### config.mk
export PLATFORM = sky130hd
export DESIGN_NAME = fpu_pipeline_controller
export DESIGN_NICKNAME = d
export VERILOG_FILES = /design/src/rtl/fpu_pipeline_controller.sv
export SDC_FILE = /design/constraint.sdc
export NUM_CORES = 1
export LEC_CHECK = 0
export ABC_AREA = 1
export CAP_MARGIN = 20
export CORE_UTILIZATION = 49
export DETAILED_ROUTE_END_ITERATION = 16
export GPL_ROUTABILITY_DRIVEN = 0
export PLACE_DENSITY = 0.9
export SYNTH_ARGS = -nofsm -noshare
export SYNTH_HDL_FRONTEND = slang
export SYNTH_SLANG_ARGS = --single-unit
### constraint.sdc
create_clock -name clk -period 2.6 [get_ports clk]
set_input_delay 0.52 -clock clk [delete_from_list [all_inputs] [get_ports clk]]
set_output_delay 0.52 -clock clk [all_outputs]
set_load 0.03 [all_outputs]
### src/rtl/fpu_pipeline_controller.sv
// Purpose: valid/stall sequencer for the multi-stage FPU datapath with one iterative divide stage.
// Latency: STAGES cycles for a plain op, STAGES + DIV_ITERATIONS + 1 for a divide/sqrt op.
// Backpressure: out_ready low holds valid stages back to the nearest bubble; in_ready = ~stall[0] & ~flush.
//
// Ports:
//   clk, reset_n              clock, asynchronous active-low reset
//   flush                     synchronous kill of every in-flight op (wins over advance)
//   in_valid/in_division_op   requester op and its divide flag; in_ready accepts it
//   out_valid/out_ready       result handshake at stage STAGES
//   stall[i-1]                hold for stage i registers; stage_valid[i-1] = stage i occupied
//   division_active/_iteration/_last   iteration controls for the divider at DIV_STAGE
// Optional: define FPU_PERF_COUNTERS_EN to add perf_ops_retired, perf_div_cycles, perf_backpressure.
module fpu_pipeline_controller #(
    parameter int STAGES         = 4,
    parameter int DIV_STAGE      = 2,
    parameter int DIV_ITERATIONS = 13
) (
    input  logic              clk,
    input  logic              reset_n,
    input  logic              flush,
    input  logic              in_valid,
    input  logic              in_division_op,
    output logic              in_ready,
    output logic              out_valid,
    input  logic              out_ready,
    output logic [STAGES-1:0] stall,
    output logic [STAGES-1:0] stage_valid,
    output logic              division_active,
    output logic [5:0]        division_iteration,
    output logic              division_last
`ifdef FPU_PERF_COUNTERS_EN
    ,
    output logic [31:0]       perf_ops_retired,
    output logic [31:0]       perf_div_cycles,
    output logic [31:0]       perf_backpressure
`endif
);

    // Zero-based bit index of the divide stage.
    localparam int         DS        = DIV_STAGE - 1;
    localparam logic [5:0] LAST_ITER = 6'(DIV_ITERATIONS - 1);

    typedef enum logic [1:0] {
        DIV_IDLE = 2'd0,
        DIV_ITER = 2'd1,
        DIV_DONE = 2'd2
    } div_state_t;

    div_state_t        state_q, state_d;
    logic [5:0]        iter_q, iter_d;
    logic [STAGES-1:0] valid_q;
    logic [STAGES-1:0] div_q;
    logic [STAGES-1:0] hold;

    // Hold chain, output stage backward. An empty stage never holds, so a
    // downstream stall only propagates through contiguous valid stages.
    // The divide stage additionally holds its own op until the FSM reaches DONE.
    always_comb begin
        logic h;
        hold = '0;
        h = valid_q[STAGES-1] & ~out_ready;
        hold[STAGES-1] = h;
        for (int i = STAGES - 2; i >= 0; i--) begin
            if (i == DS) begin
                h = valid_q[i] & (h | (div_q[i] & (state_q != DIV_DONE)));
            end else begin
                h = valid_q[i] & h;
            end
            hold[i] = h;
        end
    end

    // Stage occupancy. A stage whose predecessor is held loads a bubble.
    always_ff @(posedge clk or negedge reset_n) begin
        if (!reset_n) begin
            valid_q <= '0;
            div_q   <= '0;
        end else if (flush) begin
            valid_q <= '0;
            div_q   <= '0;
        end else begin
            if (!hold[0]) begin
                valid_q[0] <= in_valid;
                div_q[0]   <= in_valid & in_division_op;
            end
            for (int i = 1; i < STAGES; i++) begin
                if (!hold[i]) begin
                    valid_q[i] <= valid_q[i-1] & ~hold[i-1];
                    div_q[i]   <= div_q[i-1] & ~hold[i-1];
                end
            end
        end
    end

    // Divide FSM: state register.
    always_ff @(posedge clk or negedge reset_n) begin
        if (!reset_n) begin
            state_q <= DIV_IDLE;
            iter_q  <= '0;
        end else begin
            state_q <= state_d;
            iter_q  <= iter_d;
        end
    end

    // Divide FSM: next state. DONE always returns through IDLE, giving a fixed
    // one-cycle gap before a queued divide starts iterating. The counter runs
    // regardless of back-pressure; DONE simply waits for the op to drain.
    always_comb begin
        state_d = state_q;
        iter_d  = iter_q;
        if (flush) begin
            state_d = DIV_IDLE;
            iter_d  = '0;
        end else begin
            case (state_q)
                DIV_IDLE: begin
                    iter_d = '0;
                    if (valid_q[DS] & div_q[DS]) begin
                        state_d = DIV_ITER;
                    end
                end
                DIV_ITER: begin
                    if (iter_q == LAST_ITER) begin
                        state_d = DIV_DONE;
                    end else begin
                        iter_d = iter_q + 6'd1;
                    end
                end
                DIV_DONE: begin
                    if (!hold[DS+1]) begin
                        state_d = DIV_IDLE;
                        iter_d  = '0;
                    end
                end
                default: begin
                    state_d = DIV_IDLE;
                    iter_d  = '0;
                end
            endcase
        end
    end

    // Divide FSM: outputs.
    always_comb begin
        division_active    = (state_q == DIV_ITER);
        division_iteration = iter_q;
        division_last      = (state_q == DIV_ITER) && (iter_q == LAST_ITER);
    end

    assign stall       = hold;
    assign stage_valid = valid_q;
    assign out_valid   = valid_q[STAGES-1];
    assign in_ready    = ~hold[0] & ~flush;

`ifdef FPU_PERF_COUNTERS_EN
    // Free-running, wrap at 2^32; flush does not clear them.
    always_ff @(posedge clk or negedge reset_n) begin
        if (!reset_n) begin
            perf_ops_retired  <= '0;
            perf_div_cycles   <= '0;
            perf_backpressure <= '0;
        end else begin
            if (out_valid & out_ready) begin
                perf_ops_retired <= perf_ops_retired + 32'd1;
            end
            if (state_q == DIV_ITER) begin
                perf_div_cycles <= perf_div_cycles + 32'd1;
            end
            if (hold[STAGES-1]) begin
                perf_backpressure <= perf_backpressure + 32'd1;
            end
        end
    end
`endif

endmodule

==> tab_implementation.tex <==
\begin{tabular}{lr}
\hline
Metric & Value \\
\hline
\multicolumn{2}{l}{\textbf{Outcome}} \\
Status & finished clean \\
\multicolumn{2}{l}{\textbf{Clock tree}} \\
CTS Root Buffer Type & sky130\_fd\_sc\_hd\_\_clkbuf\_4 \\
CTS tree & done \\
Post-CTS repair timing setup buffer count & 0 \\
Number of buffers on the longest clock path & 2 \\
Clock transition time at the flip-flop clock pins of the worst setup and hold paths & 80 ps \\
Num CTS Buffers & 3 \\
Clock tree sinks & 14 \\
Post-cts sizing count & 0 \\
Worst-skew pair later-pin latency & 280 ps \\
Number of levels in the clock H-tree & 1 \\
Post-CTS Hold Fix Bufs & 0 \\
\multicolumn{2}{l}{\textbf{Placed design}} \\
Buffers on Ports & 23 \\
Worst-case setup slack after placement & 199 ps \\
Sum of net half-perimeters after detailed placement & 1340 um \\
\multicolumn{2}{l}{\textbf{Worst setup path}} \\
Reg-to-Reg Start & division\_iteration[0] \\
Largest stage delay, worst path & 680 ps \\
Crit Path Class & reg2out \\
Critical-path cell list & inv\_1 > ha\_1 > nand3\_4 > nor2\_1 > clkdlybuf4s50\_1 \\
Crit path required time & 2080 ps \\
Highest fanout seen on the critical path & 7 \\
Kind of capture point of the worst setup path & primary output \\
CP Launch Type & register \\
Standard cell with the maximum stage delay on the critical path & sky130\_fd\_sc\_hd\_\_clkdlybuf4s50\_1 \\
Start point of the critical path & division\_iteration[0] \\
Worst path arrival time & 1960 ps \\
Reg-to-reg slack, setup & 1120 ps \\
\multicolumn{2}{l}{\textbf{Global route}} \\
Vias in the first global route & 681 \\
Largest net degree at the start of global routing & 15 \\
Peak-usage layer in the global routing report & met2 \\
Total global routing overflow & 0 \\
Met1 track demand over resource & 30.4\% \\
Met3 Use GR & 5.53\% \\
Global-route wire length before repair & 2990 um \\
Met2 capacity usage during global routing & 30.9\% \\
Number of antenna violations at the first check in global routing & 0 \\
Overall Global Routing Usage & 21.6\% \\
\multicolumn{2}{l}{\textbf{STA}} \\
Worst setup slack after layout & 121 ps \\
Slew HR & 59.5\% \\
Worst Tran Pin Value & 606 ps \\
Minimum clock period after layout & 2480 ps \\
Accumulated negative setup slack & 0 ps \\
Fmax & 403 MHz \\
Setup skew after layout & 3.71 ps \\
Number of hold violations in the final report & 0 \\
Period utilization & 95.3\% \\
Final setup viols & 0 \\
Number of max-slew violations in the final report & 0 \\
Unrepaired setup endpoints after global routing & false \\
Worst-case hold slack & 541 ps \\
\multicolumn{2}{l}{\textbf{Finish}} \\
Area of the multi-input gates & 390 um2 \\
Filler Cells Inserted & 120 \\
Relative area change from synthesis to final layout & 33.5\% \\
Share of cells above drive strength 1 & 11.4\% \\
Diodes inserted & 0 \\
Area taken by flip-flops and latches & 350 um2 \\
Nets & 149 \\
\multicolumn{2}{l}{\textbf{Route}} \\
Post-route DRC violation count & 0 \\
Routed via count & 814 \\
Routed wire length & 1800 um \\
Drt first-iter violations & 20 \\
First-pass iteration count of the detailed router & 6 \\
Routed vias/inst & 5.22 \\
Wire per inst & 11.5 um \\
Antenna Nets Post-Route & 0 \\
\multicolumn{2}{l}{\textbf{Yosys}} \\
Sequential fraction of the synthesis area & 42.7\% \\
Synthesized Nets & 122 \\
Number of register bits inferred by synthesis & 14 \\
YS warnings & 0 \\
Synthesized area & 821 um2 \\
Mean post-synth cell area & 7.20 um2 \\
Cells after Synth & 114 \\
Unique masters post-synth & 20 \\
\multicolumn{2}{l}{\textbf{Floorplanning}} \\
Initial cell density of the core & 53.2\% \\
Die ar. & 0.00184 mm2 \\
Number of placed I/O pins & 24 \\
Number of rows created at floorplan & 14 \\
Die Ht & 42.9 um \\
Core region area & 0.00154 mm2 \\
Die X & 42.9 um \\
\multicolumn{2}{l}{\textbf{Pwr}} \\
Power density over cell area & 466 mW/mm2 \\
Worst vdd rail ir drop & 0.322 mV \\
Total power & 511 uW \\
Static leakage & 0.000549 uW \\
\multicolumn{2}{l}{\textbf{Worst hold path}} \\
Min-Delay Path Class & reg2reg \\
Startpoint of the worst hold path & div\_q[0] \\
\multicolumn{2}{l}{\textbf{Job}} \\
Number of max-cap violations & 0 \\
\hline
\end{tabular}
[kinds of logic (layout without fill, tap and decap cells)]
group	Yosys count	after routing	synth area share (%)
flip-flops	14	14	42.7
adder cells (fa/ha/maj)	2	2	3.05
AND/OR/NAND/NOR	73	73	39.5
AO/OA/AOI/OAI	5	5	5.03
buffers and inverters	20	46	9.76
[registers in the layout, indices dropped and copies added (netlist names)]
name,cells
div_q,2
division_iteration,6
state_q,2
stage_valid,4
[area by class of cell]
cell class	instances	share of cell area (%)
clock buffers	4	3.31
inverters	18	6.28
multi-input cells	80	35.6
flip-flops and latches	14	32.0
well taps	16	1.83
repair buffers	24	21.0
[where the power goes]
part / switching (uW) / internal (uW)
Combinational: 70.8 / 42.7
Sequential: 13.1 / 228
Clock: 70.7 / 85.2
[cells in the final DEF, fill, tap and decap left out, drive strengths merged]
master	count
nand4	3
nand2	36
nand3	13
buf	4
a21oi	1
clkinv	1
or2	1
ha	2
nand3b	1
dfrtp	14
nor3	2
clkdlybuf4s50	20
o21ai	2
o31ai	2
inv	17
clkbuf	4
nor2	17
[cells in the mapped netlist]
cell	count	area share [%]
sky130_fd_sc_hd__nand2_1	34	16
sky130_fd_sc_hd__nor2_1	17	7.8
sky130_fd_sc_hd__inv_1	15	6.9
sky130_fd_sc_hd__dfrtp_1	14	43
sky130_fd_sc_hd__nand3_1	12	7.3
sky130_fd_sc_hd__nand4_1	3	2.3
sky130_fd_sc_hd__ha_1	2	3.0
sky130_fd_sc_hd__inv_2	2	0.91
sky130_fd_sc_hd__nand2_2	2	1.5
sky130_fd_sc_hd__nor3_1	2	1.2
sky130_fd_sc_hd__o31ai_1	2	1.8
sky130_fd_sc_hd__a21oi_1	1	0.61
sky130_fd_sc_hd__buf_4	1	0.91
sky130_fd_sc_hd__clkbuf_1	1	0.46
sky130_fd_sc_hd__clkinv_2	1	0.61
sky130_fd_sc_hd__nand3_4	1	2.1
sky130_fd_sc_hd__nand3b_1	1	0.91
sky130_fd_sc_hd__o21ai_0	1	0.61
sky130_fd_sc_hd__o21ai_4	1	2.0
sky130_fd_sc_hd__or2_2	1	0.76
[metal layers]
| layer | share of wire, % | vias to the layer above | wire (um) |
|---|---|---|---|
| met5 | 0 | - | 0 |
| li1 | - | 406 | - |
| met1 | 46 | 372 | 829 |
| met2 | 46 | 32 | 836 |
| met4 | 1.8 | 0 | 32 |
| met3 | 5.6 | 4 | 100 |
[worst max-delay path: cells and delay by family (launching register included)]
| family | cells | cell delay [ps] |
|---|---|---|
| buf+inv | 2 | 780 |
| flops | 1 | 460 |
| simple gates | 2 | 240 |
| fa+ha+maj | 1 | 210 |
[worst paths after layout]
check / cells past startpoint / to
setup / recovery: 5 / division_last
max in group asynchronous: 1 / stage_valid[3]
setup reg to reg: 7 / division_iteration[2]
hold / removal: 2 / div_q[1]
min in group asynchronous: 1 / division_iteration[1]
hold reg to reg: 2 / div_q[1]
[per-stage QoR]
step,util [%],cell area [um2],instances
after floorplan,-,821,114
after CTS,71.1,1100,156
after global placement,68.8,1060,152
after global routing,71.1,1100,156
final,71.1,1100,156
after detailed placement,68.8,1060,152
Power figures use the tool's default switching activity.
